<file path="src/rtl/fdivsqrt_seq_ctrl.sv">
// rtl/fdivsqrt_seq_ctrl.sv - sequencing controller for the shared div/sqrt iteration datapath
//
// Accepts FP and integer divide/sqrt start requests, loads the preprocessed
// iteration count, enables one recurrence step per cycle, stops on count
// exhaustion or an exact (zero-residual) result, and holds done until M accepts.
//
// Ports:
//   clk           clock
//   reset         asynchronous active-low reset
//   FDivStartE    FP div/sqrt issue request
//   IDivStartE    integer div/rem issue request
//   SpecialCaseE  result needs no iterations
//   CyclesE       iteration count, valid with the start request
//   WZeroE        residual exactly zero (early termination)
//   StallE        E-stage stall (only delays the start)
//   StallM        M-stage stall (extends DONE)
//   FlushE        E-stage flush
//   IFDivStartE   one-cycle load pulse to the datapath
//   DivStepE      iteration enable
//   FDivBusyE     unit occupied, stalls the pipeline
//   FDivDoneE     result ready for M
//   StepCntE      remaining iteration count

module fdivsqrt_seq_ctrl #(
  parameter int CNTW = 7
) (
  input  logic            clk,
  input  logic            reset,
  input  logic            FDivStartE,
  input  logic            IDivStartE,
  input  logic            SpecialCaseE,
  input  logic [CNTW-1:0] CyclesE,
  input  logic            WZeroE,
  input  logic            StallE,
  input  logic            StallM,
  input  logic            FlushE,
  output logic            IFDivStartE,
  output logic            DivStepE,
  output logic            FDivBusyE,
  output logic            FDivDoneE,
  output logic [CNTW-1:0] StepCntE
);

  typedef enum logic [1:0] {
    IDLE = 2'd0,
    BUSY = 2'd1,
    DONE = 2'd2
  } state_t;

  state_t          state;
  logic [CNTW-1:0] step_cnt;
  logic            step_q;
  logic            done_q;
  logic            start;
  logic            last_step;
  logic [CNTW-1:0] cnt_dec;

  // Gated with reset so the load pulse and busy also drop while reset is held.
  assign start = (FDivStartE | IDivStartE) & ~StallE & ~FlushE & (state == IDLE) & reset;

  // Saturating decrement: an underflow here would mean a broken iteration count.
  assign cnt_dec   = (step_cnt == '0) ? '0 : step_cnt - CNTW'(1);
  assign last_step = WZeroE | (step_cnt == CNTW'(1));

  always_ff @(posedge clk or negedge reset) begin
    if (!reset) begin
      state    <= IDLE;
      step_cnt <= '0;
      step_q   <= 1'b0;
      done_q   <= 1'b0;
    end else begin
      case (state)
        IDLE: begin
          if (start) begin
            if (SpecialCaseE || (CyclesE == '0)) begin
              state    <= DONE;
              step_cnt <= '0;
              done_q   <= 1'b1;
            end else begin
              state    <= BUSY;
              step_cnt <= CyclesE;
              step_q   <= 1'b1;
            end
          end
        end
        BUSY: begin
          if (FlushE) begin
            // Flush wins even over a simultaneous termination: no DONE is produced.
            state    <= IDLE;
            step_cnt <= '0;
            step_q   <= 1'b0;
          end else if (last_step) begin
            state    <= DONE;
            step_cnt <= cnt_dec;
            step_q   <= 1'b0;
            done_q   <= 1'b1;
          end else begin
            step_cnt <= cnt_dec;
          end
        end
        DONE: begin
          if (FlushE || !StallM) begin
            state  <= IDLE;
            done_q <= 1'b0;
          end
        end
        default: begin
          state  <= IDLE;
          step_q <= 1'b0;
          done_q <= 1'b0;
        end
      endcase
    end
  end

  assign IFDivStartE = start;
  assign DivStepE    = step_q;
  assign FDivDoneE   = done_q;
  assign StepCntE    = step_cnt;
  assign FDivBusyE   = step_q | start | (done_q & StallM);

endmodule

</file>
<file path="config.mk">
export PLATFORM = sky130hd
export DESIGN_NAME = fdivsqrt_seq_ctrl
export DESIGN_NICKNAME = d
export VERILOG_FILES = /design/src/rtl/fdivsqrt_seq_ctrl.sv
export SDC_FILE = /design/constraint.sdc
export NUM_CORES = 1
export LEC_CHECK = 0
export CORE_MARGIN = 1
export CORE_UTILIZATION = 47
export CTS_BUF_LIST = sky130_fd_sc_hd__clkbuf_8 sky130_fd_sc_hd__clkbuf_16
export CTS_CLUSTER_DIAMETER = 100
export CTS_CLUSTER_SIZE = 12
export DETAILED_ROUTE_END_ITERATION = 8
export PLACE_DENSITY_LB_ADDON = 0.25
export SLEW_MARGIN = 15
export SYNTH_ARGS = -nofsm -noshare
export SYNTH_HDL_FRONTEND = slang
export SYNTH_SLANG_ARGS = --single-unit
</file>
<file path="constraint.sdc">
create_clock -name clk -period 3.78 [get_ports clk]
set_clock_uncertainty 0.2 [all_clocks]
set_input_delay 0.378 -clock clk [delete_from_list [all_inputs] [get_ports clk]]
set_output_delay 0.378 -clock clk [all_outputs]
set_load 0.01 [all_outputs]
</file>
# After elaboration in Yosys (flattened, before gate mapping)
# Index checks and enable logic that the tools add are counted.
# W data, S select, Z words.
[classes] addsub=1 n_eq_ne=10 n_mux=22 bitwise=12 reduce_logical=11
[ops] op="$mux W7" n=4
[ops] op="$logic_not A7 Y1" n=2
[ops] op="$pmux W7 S2" n=1
[ops] op="$mux W2" n=5
[ops] op="$ne A2 B2 Y1 const B" n=5
[ops] op="$mux W1" n=9
[ops] op="$eq A7 B1 Y1 const B" n=1
[ops] op="$sub A7 B1 Y7 const B" n=1
[ops] op="$pmux W1 S3" n=2
[ops] op="$pmux W2 S3" n=1
[ops] op="$and A1 B1 Y1" n=5
[ops] op="$reduce_and A5 Y1" n=1
[ops] op="$or A1 B1 Y1" n=4
[ops] op="$reduce_and A4 Y1" n=1
[ops] op="$ne A3 B3 Y1 const B" n=1
[ops] op="$not A1 Y1" n=3
[ops] op="$reduce_and A3 Y1" n=1
[ops] op="$eq A2 B1 Y1 const B" n=1
[ops] op="$eq A2 B2 Y1 const B" n=1
[ops] op="$logic_not A2 Y1" n=1
[ops] op="$logic_or A1 B1 Y1" n=2
[ops] op="$ne A2 B1 Y1 const B" n=1
[ops] op="$reduce_and A2 Y1" n=1
[ops] op="$reduce_bool A2 Y1" n=1
[ops] op="$logic_not A1 Y1" n=1
[word_totals] register_bits=11 in_bits=16 output_inout_bits=11 wordCells=60

# Logic depth before layout (Yosys ltp)
[logic_depth] ltp_word=7 depth_mapped=6 mapped_depth_nobuf=5

# Worst setup path after synthesis
# No wires, ideal clock.
[synth_timing] path_type="register -> output" from="register state[1]" to="output port FDivBusyE" arrival_ns=1.620 t_required_ns=3.202 path_slack_ns=1.582 stages_incl_launch_ff=5 path_buffers=0 cell_sequence="dfrtp_1 > or4b_4 > or2_2 > nor2_1 > a211o_1"
[synth_between] elab_chain_cells=5
[synth_rtl] item="start, declared" line="50" rtl="state_t state;"
[synth_rtl] item="start signal, assigned" line="67" rtl="state <= IDLE;"
[synth_rtl] item="start signal, assigned" line="76" rtl="state <= DONE;"
[synth_rtl] item="start signal, assigned" line="80" rtl="state <= BUSY;"
[synth_rtl] item="$logic_not A2 Y1" line="59" rtl="assign start = (FDivStartE | IDivStartE) & ~StallE & ~FlushE & (state == IDLE) & reset;"
[synth_rtl] item="$and A1 B1 Y1 (2 in series)" line="59"
[synth_rtl] item="via IFDivStartE" line="37" rtl="output logic IFDivStartE,"
[synth_rtl] item="$or A1 B1 Y1 (2 in series)" line="120" rtl="assign FDivBusyE = step_q | start | (done_q & StallM);"
[synth_rtl] item="end, declared" line="39" rtl="output logic FDivBusyE,"
# The timed path passes the listed nets, and every way through them passes these cells.

# Final worst setup path
[layout_timing] from="input port FlushE" to="output port FDivBusyE"
[layout_between] elab_chain_cells=6
[layout_rtl] item="start, declared" line="36" rtl="input logic FlushE,"
[layout_rtl] item="$not A1 Y1" line="59"
[layout_rtl] item="$and A1 B1 Y1 (3 in series)" line="59"
[layout_rtl] item="$or A1 B1 Y1 (2 in series)" line="120"
# No other way between the ends.

==> impl.org <==
** Clocking
- CTS root buf :: sky130_fd_sc_hd__clkbuf_8
- Clock tree synthesis found a total of 11 sinks.
- Post-CTS sizing :: 0
- Quantity of hold-fixing buffers added after cts :: 0
- Clock insertion delay at the later pin of the skew report :: 0.24 ns
- CTS max path bufs :: 2
- Post-CTS repair timing setup buffer count :: 0
- TritonCTS built the clock tree.
- Reg clk slew, reported paths :: 0.05 ns
- TritonCTS created 3 clock buffers.
- In this run the number of H-tree levels came out at 1.

** STA
- Tightest slew margin relative to the limit :: 62.2%
- For the pin with the worst max-slew slack, the measured transition is ~0.56 ns.
- Highest Clock Rate :: approximately 0.33 GHz
- Setup repair after global routing left no endpoint under its margin.
- Final Hold Fails :: 0
- In the finished design, the share of the clock period the worst path needs comes to between 80% and 90%.
- Final setup slack of the worst path :: 0.705 ns
- For the final routed database, the setup TNS stands at 0 ns.
- The number of max-slew violations in the final report was 0.
- Count of final setup violators :: 0
- The smallest clock period supported by the final layout is computed as 3.07 ns.

** Synthesis
- Post-synthesis sequential area ratio :: 34.6%
- Post-synthesis net count :: approximately 110
- Proportion of register bits with asynchronous set or reset after synthesis :: between 90% and 100%
- Cell variety after synth :: 38
- The biggest area contributor in the post-synthesis netlist is sky130_fd_sc_hd__dfrtp_1.
- After synthesis, the most frequently instantiated cells are 11 x sky130_fd_sc_hd__a21oi_1, 11 x sky130_fd_sc_hd__dfrtp_1, 8 x sky130_fd_sc_hd__inv_1, 7 x sky130_fd_sc_hd__o21ai_0, 6 x sky130_fd_sc_hd__nor2_1.
- Count of synthesis-stage warnings from yosys :: 0
- Share of the synthesized area in the top cell type :: between 30% and 40%
- Largest cells by area after synthesis :: sky130_fd_sc_hd__dfrtp_1 35%, sky130_fd_sc_hd__a21oi_1 6.9%, sky130_fd_sc_hd__ha_1 4.7%, sky130_fd_sc_hd__o21ai_0 4.4%, sky130_fd_sc_hd__inv_1 3.8%
- In this run, synthesis produced a sequential element count of 11.
- Synth Flop Type :: sky130_fd_sc_hd__dfrtp_1
- Summing every instance area after synthesis gives 795 µm².
- After technology mapping, the gate count stands at 86.
- Avg Inst Size Synth :: 9.24 µm²
- Count of flip-flops with a built-in enable after synthesis :: 0

** Critical path
- STA classifies the critical path endpoint as an output port.
- The worst register-to-register path has a setup slack of 1.80 ns.
- The worst setup path is launched from a primary input.
- The worst register-to-register path begins at state[1]$_DFFE_PN0P_.
- STA puts the critical path data required time at 3.20 ns.
- The setup path with the least slack is of type in -> out.
- Capture instance of the worst register-to-register path :: FDivDoneE$_DFFE_PN0P_
- Top fanout value on the critical path :: 5
- At the worst endpoint, the arrival time is 2.50 ns.
- Worst Reg2Reg Path Length in Cells :: 4

** Finish
- Filler Cell Count :: 116
- Layout Nets :: between 100 and 150
- The multi-input combinational cells in the finished layout cover a total of approximately 460 µm².
- Relative to the synthesized area, the layout overhead comes to 38.4%.
- After the flow finishes, the layout carries non-filler instances totaling 129.
- Number of antenna repair diodes :: 0
- Summing all flip-flop and latch instances after layout gives 275 µm².
- In the final layout, the share of cells above drive strength 1 is approximately 9.7%.
- Post-route core utilization :: 71.3%

** Hold path
- HP Class :: in -> async

** Place
- The count of buffers added on input and output ports is 26.
- Routability-driven placement finished with a final weighted congestion of a little over 0.8.
- Before CTS, the worst setup slack after placement is about 0.7 ns.
- Half-perimeter wire length after detailed placement :: 1470 µm
- Number of instances in the placed design :: 125

** Die
- Area of the die :: 1860 µm²
- Initial core utilization :: between 50 and 60%
- From left edge to right edge, the die measures ~43 µm.
- In this run the core area contains 14 standard-cell rows.
- The region available for standard cell placement spans around 1500 µm².
- Top-level I/O count :: 27
- The floorplan step set the die height to around 43 µm.

** Route
- After detailed routing, the total wire length is between 2000 and 2500 µm.
- In the routed design, unresolved DRC markers number 0.
- Once detail routing completed, the nets flagged for antenna violations numbered 0.
- After the first detailed-routing iteration, the DRC count stood at 51.
- Router iterations before antenna repair :: 8
- Routed len/inst :: ~16 µm
- Overall via count from detail_route :: between 800 and 900
- Vias per inst :: 6.22

** Global route
- The first global-routing pass estimated 3380 µm of wire.
- In the global route stage, overall resource usage came out at 24.2%.
- Entering global routing, the biggest net connects 15 pins.
- The initial antenna violation count is 0.
- Remaining Overflow, GRT :: 0
- The number of global-route vias before repair is 783.

** Job
- Max-Cap Viols :: 0

** Pwr
- Post-route total power :: 516 µW
- IR analysis of the VDD net gives a maximum drop of between 0.3 and 0.4 mV.
- Static Leak :: 0.000442 µW
- Dividing total power by cell area gives a power density of 469 nW/µm².

** Run status
- Status :: finished clean
[worst max path at each step]
stage	slack, ns	start	endpoint
2_1_floorplan	1.58	state[1]$_DFFE_PN0P_	FDivBusyE
3_3_place_gp	0.75	FlushE	FDivBusyE
3_5_place_dp	0.71	FlushE	FDivBusyE
4_1_cts	0.71	FlushE	FDivBusyE
5_1_grt	0.62	FlushE	FDivBusyE
6_report	0.71	FlushE	FDivBusyE
[routing by layer]
metal  global-route usage [%]  vias to the layer above  wire (µm)
met5                        0                        -          0
met3                     6.81                        9        201
met4                     12.1                        0         52
met1                     33.3                      372        875
li1                         -                      377          -
met2                     34.3                       44        880
[per-stage QoR]
stage / hold slack [ns] / instance area (µm²)
after floorplan: -0.118 / 795
after global placement: 0.320 / 1050
after detailed placement: 0.315 / 1050
after CTS: 0.316 / 1100
after global routing: 0.321 / 1100
final: 0.311 / 1100
[report_power, final]
part | switching, µW | internal (µW) | leakage [µW]
logic | 107 | 114 | 0.000275
registers | 30.6 | 145 | 0.000140
clock network | 46.9 | 71.5 | 0.0000269
total | 185 | 331 | 0.000442
[registers in the layout, summed over array words and instances, names as in the netlist]
| register | count |
|---|---|
| FDivDoneE | 1 |
| StepCntE | 7 |
| DivStepE | 1 |
| state | 2 |
[worst max-delay path, stage by stage]
cell and delay [ns]:
sky130_fd_sc_hd__clkdlybuf4s50_1 0.48, sky130_fd_sc_hd__or4b_4 0.56, sky130_fd_sc_hd__or2_2 0.31, sky130_fd_sc_hd__nor2_1 0.13, sky130_fd_sc_hd__a211o_1 0.12, sky130_fd_sc_hd__clkdlybuf4s50_1 0.52
[cell usage in the layout (no fill, tap or decap), types with 2 or more instances in the layout]
cell                              synthesis  layout
sky130_fd_sc_hd__ha_1                     3       3
sky130_fd_sc_hd__inv_1                    8       9
sky130_fd_sc_hd__a22oi_1                  3       3
sky130_fd_sc_hd__nand2b_1                 2       2
sky130_fd_sc_hd__nor2_1                   6       6
sky130_fd_sc_hd__dfrtp_1                 11      11
sky130_fd_sc_hd__a221oi_1                 2       2
sky130_fd_sc_hd__a21oi_1                 11      11
sky130_fd_sc_hd__a32oi_1                  2       2
sky130_fd_sc_hd__o21ai_0                  7       7
sky130_fd_sc_hd__o22ai_1                  2       2
sky130_fd_sc_hd__clkbuf_8                 0       3
sky130_fd_sc_hd__clkdlybuf4s50_1          0      26
sky130_fd_sc_hd__nor3_1                   2       2
sky130_fd_sc_hd__nand2_1                  2       2
[cells by family after synthesis]
| kind of cell | count (synthesis) | synth area share, % |
|---|---|---|
| adders and majority gates | 3 | 4.72 |
| buffers and inverters | 12 | 7.24 |
| and+or+nand+nor | 24 | 18.9 |
| AOI/OAI and AO/OA | 36 | 34.5 |
| DFF | 11 | 34.6 |
[area by class of cell]
cell class	instances	area share, %
multi-input cells	63	42.0
clock buffers	3	3.75
inverters	8	2.73
repair buffers	27	24.3
well taps	16	1.82
flip-flops and latches	11	25.0
clock inverters	1	0.341
Power figures use the tool's default switching activity.
